**src/rtl/moore_pattern_tx.sv**
```systemverilog
// rtl/moore_pattern_tx.sv - Moore serial pattern transmitter with repeat count and inter-repetition gap
//
// Shifts PATTERN out MSB first, one bit per clock, rep_cnt times, with gap_len
// zero bits between repetitions.
//
// Ports:
//   clk        system clock, all state on rising edge
//   res        asynchronous active-high reset
//   start      request transmission, sampled only in IDLE
//   rep_cnt    number of pattern repetitions, latched on accepted start
//   gap_len    idle zero bits between repetitions, latched on accepted start
//   abort      return to IDLE at next edge, no done pulse
//   DATA_out   serial data bit
//   valid_out  high while DATA_out carries a pattern bit
//   busy       high in SEND or GAP
//   done       one-cycle pulse on normal completion
//   sent_cnt   completed repetitions since last accepted start

module moore_pattern_tx #(
    parameter int                 PAT_LEN = 5,
    parameter logic [PAT_LEN-1:0] PATTERN = 5'b10111,
    parameter int                 CNT_W   = 8,
    parameter int                 GAP_W   = 4
) (
    input  logic             clk,
    input  logic             res,
    input  logic             start,
    input  logic [CNT_W-1:0] rep_cnt,
    input  logic [GAP_W-1:0] gap_len,
    input  logic             abort,
    output logic             DATA_out,
    output logic             valid_out,
    output logic             busy,
    output logic             done,
    output logic [CNT_W-1:0] sent_cnt
);

    localparam int               IDX_W   = (PAT_LEN > 1) ? $clog2(PAT_LEN) : 1;
    localparam logic [IDX_W-1:0] IDX_TOP = IDX_W'(PAT_LEN - 1);

    typedef enum logic [1:0] {
        IDLE = 2'd0,
        SEND = 2'd1,
        GAP  = 2'd2,
        DONE = 2'd3
    } state_t;

    state_t           state;
    logic [IDX_W-1:0] idx;
    logic [GAP_W-1:0] gap_ctr;
    logic [GAP_W-1:0] gap_lat;
    logic [CNT_W-1:0] rep_lat;

    logic [IDX_W-1:0] idx_dec;
    logic [CNT_W-1:0] sent_inc;

    assign idx_dec  = idx - 1'b1;
    assign sent_inc = sent_cnt + 1'b1;

    // Outputs are registered alongside the state so that each one is a pure
    // function of the state being entered; nothing combinational reaches a port.
    always_ff @(posedge clk or posedge res) begin
        if (res) begin
            state     <= IDLE;
            idx       <= '0;
            gap_ctr   <= '0;
            gap_lat   <= '0;
            rep_lat   <= '0;
            sent_cnt  <= '0;
            DATA_out  <= 1'b0;
            valid_out <= 1'b0;
            busy      <= 1'b0;
            done      <= 1'b0;
        end else if (abort) begin
            // sent_cnt deliberately holds so software can see how far the frame got
            state     <= IDLE;
            idx       <= '0;
            gap_ctr   <= '0;
            DATA_out  <= 1'b0;
            valid_out <= 1'b0;
            busy      <= 1'b0;
            done      <= 1'b0;
        end else begin
            done <= 1'b0;
            case (state)
                IDLE: begin
                    if (start) begin
                        rep_lat  <= rep_cnt;
                        gap_lat  <= gap_len;
                        sent_cnt <= '0;
                        if (rep_cnt == '0) begin
                            state <= DONE;
                            done  <= 1'b1;
                        end else begin
                            state     <= SEND;
                            idx       <= IDX_TOP;
                            DATA_out  <= PATTERN[IDX_TOP];
                            valid_out <= 1'b1;
                            busy      <= 1'b1;
                        end
                    end
                end

                SEND: begin
                    if (idx == '0) begin
                        sent_cnt <= sent_inc;
                        if (sent_inc == rep_lat) begin
                            state     <= DONE;
                            DATA_out  <= 1'b0;
                            valid_out <= 1'b0;
                            busy      <= 1'b0;
                            done      <= 1'b1;
                        end else if (gap_lat == '0) begin
                            // back-to-back repetition, no bubble
                            idx      <= IDX_TOP;
                            DATA_out <= PATTERN[IDX_TOP];
                        end else begin
                            state     <= GAP;
                            gap_ctr   <= gap_lat;
                            DATA_out  <= 1'b0;
                            valid_out <= 1'b0;
                        end
                    end else begin
                        idx      <= idx_dec;
                        DATA_out <= PATTERN[idx_dec];
                    end
                end

                GAP: begin
                    // gap_ctr is loaded with the gap length, so leaving on 1 gives
                    // exactly gap_lat zero cycles
                    if (gap_ctr == GAP_W'(1)) begin
                        state     <= SEND;
                        gap_ctr   <= '0;
                        idx       <= IDX_TOP;
                        DATA_out  <= PATTERN[IDX_TOP];
                        valid_out <= 1'b1;
                    end else begin
                        gap_ctr <= gap_ctr - 1'b1;
                    end
                end

                DONE: begin
                    state <= IDLE;
                end

                default: begin
                    state     <= IDLE;
                    DATA_out  <= 1'b0;
                    valid_out <= 1'b0;
                    busy      <= 1'b0;
                end
            endcase
        end
    end

endmodule

```
**config.mk**
```make
export PLATFORM = sky130hd
export DESIGN_NAME = moore_pattern_tx
export DESIGN_NICKNAME = d
export VERILOG_FILES = /design/src/rtl/moore_pattern_tx.sv
export SDC_FILE = /design/constraint.sdc
export NUM_CORES = 1
export LEC_CHECK = 0
export ABC_AREA = 1
export ABC_CLOCK_PERIOD_IN_PS = 2000
export CAP_MARGIN = 20
export CORE_MARGIN = 3
export CORE_UTILIZATION = 55
export CTS_CLUSTER_SIZE = 40
export DETAILED_ROUTE_END_ITERATION = 6
export PLACE_DENSITY_LB_ADDON = 0.08
export SLEW_MARGIN = 5
export SYNTH_ARGS = -nofsm -noshare
export SYNTH_HDL_FRONTEND = slang
export SYNTH_SLANG_ARGS = --single-unit
```
**constraint.sdc**
```tcl
create_clock -name clk -period 2 [get_ports clk]
set_input_delay 0.5 -clock clk [delete_from_list [all_inputs] [get_ports clk]]
set_output_delay 0.5 -clock clk [all_outputs]
set_load 0.02 [all_outputs]
```
; ---- After elaboration in Yosys (flattened, before gate mapping)
; Memory sizes are Yosys's and may differ from the RTL's.
; Cells that the tools add are included.
[totals]
reg_bits = 33
mem_bits_ro = 8
inputBits = 16
out_inout_bits = 12
wordCells = 98
memories = 1
[classes]
n_addsub = 3
magnitude_cmp = 1
n_eq_ne = 17
mux = 49
bitwise_logic = 1
n_reduce_logical = 16
[mem_list]
columns = memory, words, word_bits, rd, rd_ports_with_merged_regs, write_ports, line_no
row1 = (name not given), 8, 1, 1, 0, 0, 125  ; DATA_out <= PATTERN[idx_dec];
[ops]
columns = op, count
row1 = 3-bit 2-to-1 mux, 7
row2 = 3-bit != test (second input constant), 7
row3 = 1-bit 2-to-1 mux, 20
row4 = 4-bit 2-to-1 mux, 5
row5 = 8-bit 2-to-1 mux, 2
row6 = 8-bit case mux with 2 select lines, 1
row7 = 4-bit AND reduction, 4
row8 = 2-bit 2-to-1 mux, 7
row9 = 4-bit != test (second input constant), 3
row10 = 6-bit AND reduction, 2
row11 = 3-bit case mux with 3 select lines, 1
row12 = 8-bit by 1-bit adder with 8-bit output (second input constant), 1
row13 = 8-bit equality test, 1
row14 = 8-bit logical NOT, 1
row15 = 2-bit case mux with 4 select lines, 1
row16 = 4-bit case mux with 2 select lines, 1
row17 = 1-bit case mux with 3 select lines, 2
row18 = 3-bit nonzero test, 2
row19 = 5-bit AND reduction, 1
row20 = 2-bit equality test (second input constant), 2
row21 = 4-bit by 1-bit equality test with 1-bit output (second input constant), 1
row22 = 4-bit logical NOT, 1
row23 = 3-bit by 4-bit less-than comparator with 1-bit output (second input constant), 1
row24 = 2-bit != test (second input constant), 2
row25 = other kinds (10), 11

; ---- Depth between registers and ports, before layout
[depth]
ltp_word = 6
mapped_depth = 14
depth_no_buf = 14

; ---- Least setup slack after synthesis
; Ideal clock, no wire load.
[synth_timing]
path_kind = reg-to-reg
start = register sent_cnt[0]
end = register idx[2]
setup_ps = 130
t_arrival_ps = 1707
required_ps = 1870
setup_slack_ps = 162
stages_incl_launch_ff = 13
n_path_buf = 0
period_less_slack_ps = 1838
path_cell_list = dfrtp_1 > ha_1 > nand3_1 > o21ai_1 > nand2_1 > nand2_1 > nand2_1 > nor2_2 > nand3_2 > nand2_2 > nand2_2 > nand2_4 > o21ai_2
[synth_between]
elab_chain_len = 4
[synth_rtl]
columns = element, line_no
row1 = from (decl), 35  ; output logic [CNT_W-1:0] sent_cnt
row2 = from (signal assigned), 106  ; sent_cnt <= sent_inc;
row3 = 8-bit by 1-bit adder with 8-bit output, 58  ; assign sent_inc = sent_cnt + 1'b1;
row4 = 8-bit equality test, 107  ; if (sent_inc == rep_lat) begin
row5 = 4-bit != test (no line), n/a
row6 = 6-bit AND reduction (no line), n/a
row7 = to (signal assigned), 124  ; idx <= idx_dec;
row8 = to (decl), 49  ; logic [IDX_W-1:0] idx;
; No other way between the ends.
; A chain may end at the register's enable or synchronous reset.

; ---- Worst setup path after layout
[layout_timing]
start = register sent_cnt[0]
end = output sent_cnt[0]
; No word-level cell between the ends.

==> impl_results.md <==
* Worst R2R Setup Slack at 0.16 ns
* Post-Layout Cell Count at 378
* I/O pins at 28
* Number of global-route vias before repair at 1840
* Final Cycle Share at 96.6%
* CTS Sinks at 33
* Peak VDD IR at 0.865 mV
* Placed Area at 2530 um^2
* Reg-to-reg endpoint: gap_ctr[0]
* Die X at 68.0 um
* Worst Setup End Kind: output port
* Total power at 3.43 mW
* Layout area overhead at 25.5%
* Final wirelength at 4710 um
* Cell Pwr Density at 1300 nW/um^2
* DP HPWL at 3580 um
* Worst path slowest cell: clkdlybuf4s50_1
* Largest net degree at the start of global routing at 34
* Mean number of vias per cell at 5.31
* Pin slew with the least headroom to its limit at 0.414 ns
* Fin. max-slew vios at 0
* Initial Utilization at 60.0%
* Mapped Cells at 286
* H-tree Lvls at 2
* Port Buffer Count at 27
* Critical path arrival at 1.43 ns
* Root Buffer: clkbuf_8
* Diodes inserted at 0
* Post-synth top area share at 39.1%
* Worst Path Max Fanout at 5
* Worst path cell trace: buf_4 -> clkdlybuf4s50_1
* Tightest Hold Check Type: reg -> reg
* Synth Area per Inst at 7.38 um^2
* Clock Skew at 0.00416 ns
* WS Path Type: reg -> out
* Layout net count at 356
* Gp weighted congestion at 0.953
* Synth cell types at 28
* Vert. Die Dim at 68.0 um
* Critical Path Sink: sent_cnt[0]
* Leak at 1.26 nW
* Fin Setup TNS at 0 ns
* Synthesized Nets at 311
* Syn Std Cell Area at 2110 um^2
* DP Worst Slack at -0.0560 ns
* Layout cell share with drive strength beyond 1 at 17.2%
* R2R cell count at 10
* Crit path largest cell delay at 0.60 ns
* CTS tree: done
* Final Hold Fails at 0
* Dpl cells at 369
* Initial antenna violation count at 0
* Via count at 2007
* Yosys reg bits at 33
* Worst R2R Start: idx[0]
* Longest Clk Path Bufs at 2
* Core area at 3520 um^2
* Seq/Total Area, Yosys at 39.1%
* Die area at 4620 um^2
* Critical Path Source: sent_cnt[0]
* Router iterations before antenna repair at 4
* Critical Path Source Type: flip-flop
* CTS Hold Bufs at 0
* FP Rows at 21
* Setup ws final at 0.0672 ns
* Gr usage total at 23.8%
* Synth area leaders: dfrtp_1, nand2_1, inv_1
* Yosys warns at 0
* Final Cell Area at 2650 um^2
* Clock slew at reported path FFs at 0.06 ns
* Slew margin rel. at 72.4%
* Skew-Pair Late Insertion Delay at 0.30 ns
* Initial drt markers at 159
* Final worst path period need at 1.93 ns
* DRC Markers at 0
* CP required at 1.50 ns
* Routed WL per cell at 12.5 um
* Total CTS buffers at 5
* Endpoints failing setup at 0
* Status: finished, final reports clean
* Max Clk Rate at 0.517 GHz
* Yosys top cell by area: dfrtp_1
* Total gr overflow at 0
* ANT nets after route at 0
* Global-route wire length before repair at 8190 um
* Maxcap violations at 0
==> state kept, by name (all words and copies together), names as in the netlist <==
register / cells
rep_lat: 8
sent_cnt: 8
gap_ctr: 4
gap_lat: 4
idx: 3
state: 2
DATA_out: 1
busy: 1
done: 1
valid_out: 1
==> where the power goes <==
| part | internal, mW | leakage [nW] | switching, mW |
|---|---|---|---|
| clock | 0.241 | 0.0450 | 0.250 |
| sequential | 0.910 | 0.425 | 0.211 |
| combinational | 0.753 | 0.789 | 1.07 |
| total | 1.90 | 1.26 | 1.53 |
==> per-stage QoR <==
step / utilization (%) / hold WS, ns
after detailed placement: 71.8 / 0.461
after global placement: 71.8 / 0.459
after floorplan: - / 0.461
final: 75.3 / 0.478
after CTS: 74.1 / 0.478
after global routing: 75.3 / 0.487
==> worst min path at each step <==
stage / startpoint / to / slack [ns] / depth (start not counted)
floorplan: idx[0] / idx[0] / 0.46 / 2
global placement: busy / busy / 0.46 / 2
detailed placement: valid_out / valid_out / 0.46 / 2
CTS: busy / busy / 0.48 / 2
global route: valid_out / valid_out / 0.49 / 2
finish: busy / busy / 0.48 / 2
==> cell families (layout without fill, tap and decap cells) <==
logic type,after synthesis,after routing,synth area share (%)
buffers and inverters,49,95,8.77
DFF,33,33,39.1
AOI/OAI and AO/OA,44,44,12.1
adders and majority gates,9,9,5.34
muxes,1,1,0.533
and+or+nand+nor,148,148,33.3
xor gates and xnor gates,2,2,0.830
==> synth_stat cells <==
| library cell | number |
|---|---|
| nand3_1 | 18 |
| nand3b_1 | 7 |
| buf_2 | 1 |
| nor2_1 | 24 |
| nand2_4 | 1 |
| a31oi_1 | 1 |
| nor3_1 | 4 |
| nand2_1 | 64 |
| ha_1 | 9 |
| mux2_2 | 1 |
| a21oi_1 | 8 |
| o22ai_1 | 11 |
| o21ai_2 | 3 |
| o211ai_1 | 2 |
| dfrtp_1 | 33 |
| nor4_1 | 1 |
| o41ai_1 | 1 |
| o21ai_0 | 14 |
| nand4_1 | 7 |
| inv_2 | 1 |
| nor2_2 | 6 |
| nand3_2 | 3 |
| o21ai_1 | 4 |
| inv_1 | 44 |
| or2_2 | 1 |
| xnor2_1 | 2 |
| clkbuf_1 | 3 |
| nand2_2 | 12 |
==> final cells by class <==
class / instances / area (um^2)
multi-input combinational: 204 / 1130
inverter: 45 / 169
timing repair buffer: 42 / 383
sequential: 33 / 826
tap: 46 / 57.6
fill: 278 / 871
clock buffer: 6 / 72.6
clock inverter: 2 / 10.0
==> metal layers <==
layer  global-route usage, %  vias up  share of wire [%]
li1                        -     1021                  -
met1                    31.6      926                 45
met2                    38.3       55                 46
met3                    5.91        5                6.9
met4                    6.95        0                1.3
met5                       0        -                  0
==> critical path, delay by kind of cell, from the launching register on <==
kind | cells | cell delay, ns
buf+inv | 2 | 0.76
flops | 1 | 0.38
==> timing repair <==
action | in CTS | in global routing
setup endpoints to repair | 0 | 8
setup buffers | 0 | 1
gates resized for setup | 0 | 8
==> cell usage in the layout (no fill, tap or decap), types with 2 or more instances in the layout <==
cell and n:
o21ai_1 4, inv_2 3, clkinv_2 2, o21ai_2 3, o211ai_1 2, nand3b_1 7
nand2_4 2, nor2_1 22, nor2_2 8, buf_4 15, a21oi_1 8, ha_1 8
o22ai_1 11, nand2_2 11, nand4_1 7, xnor2_1 2, o21ai_0 14, nand3_2 5
nand3_1 16, dfrtp_1 33, nor3_1 4, inv_1 42, clkdlybuf4s50_1 27, clkbuf_8 5
nand2_1 64
Power figures use the tool's default switching activity.
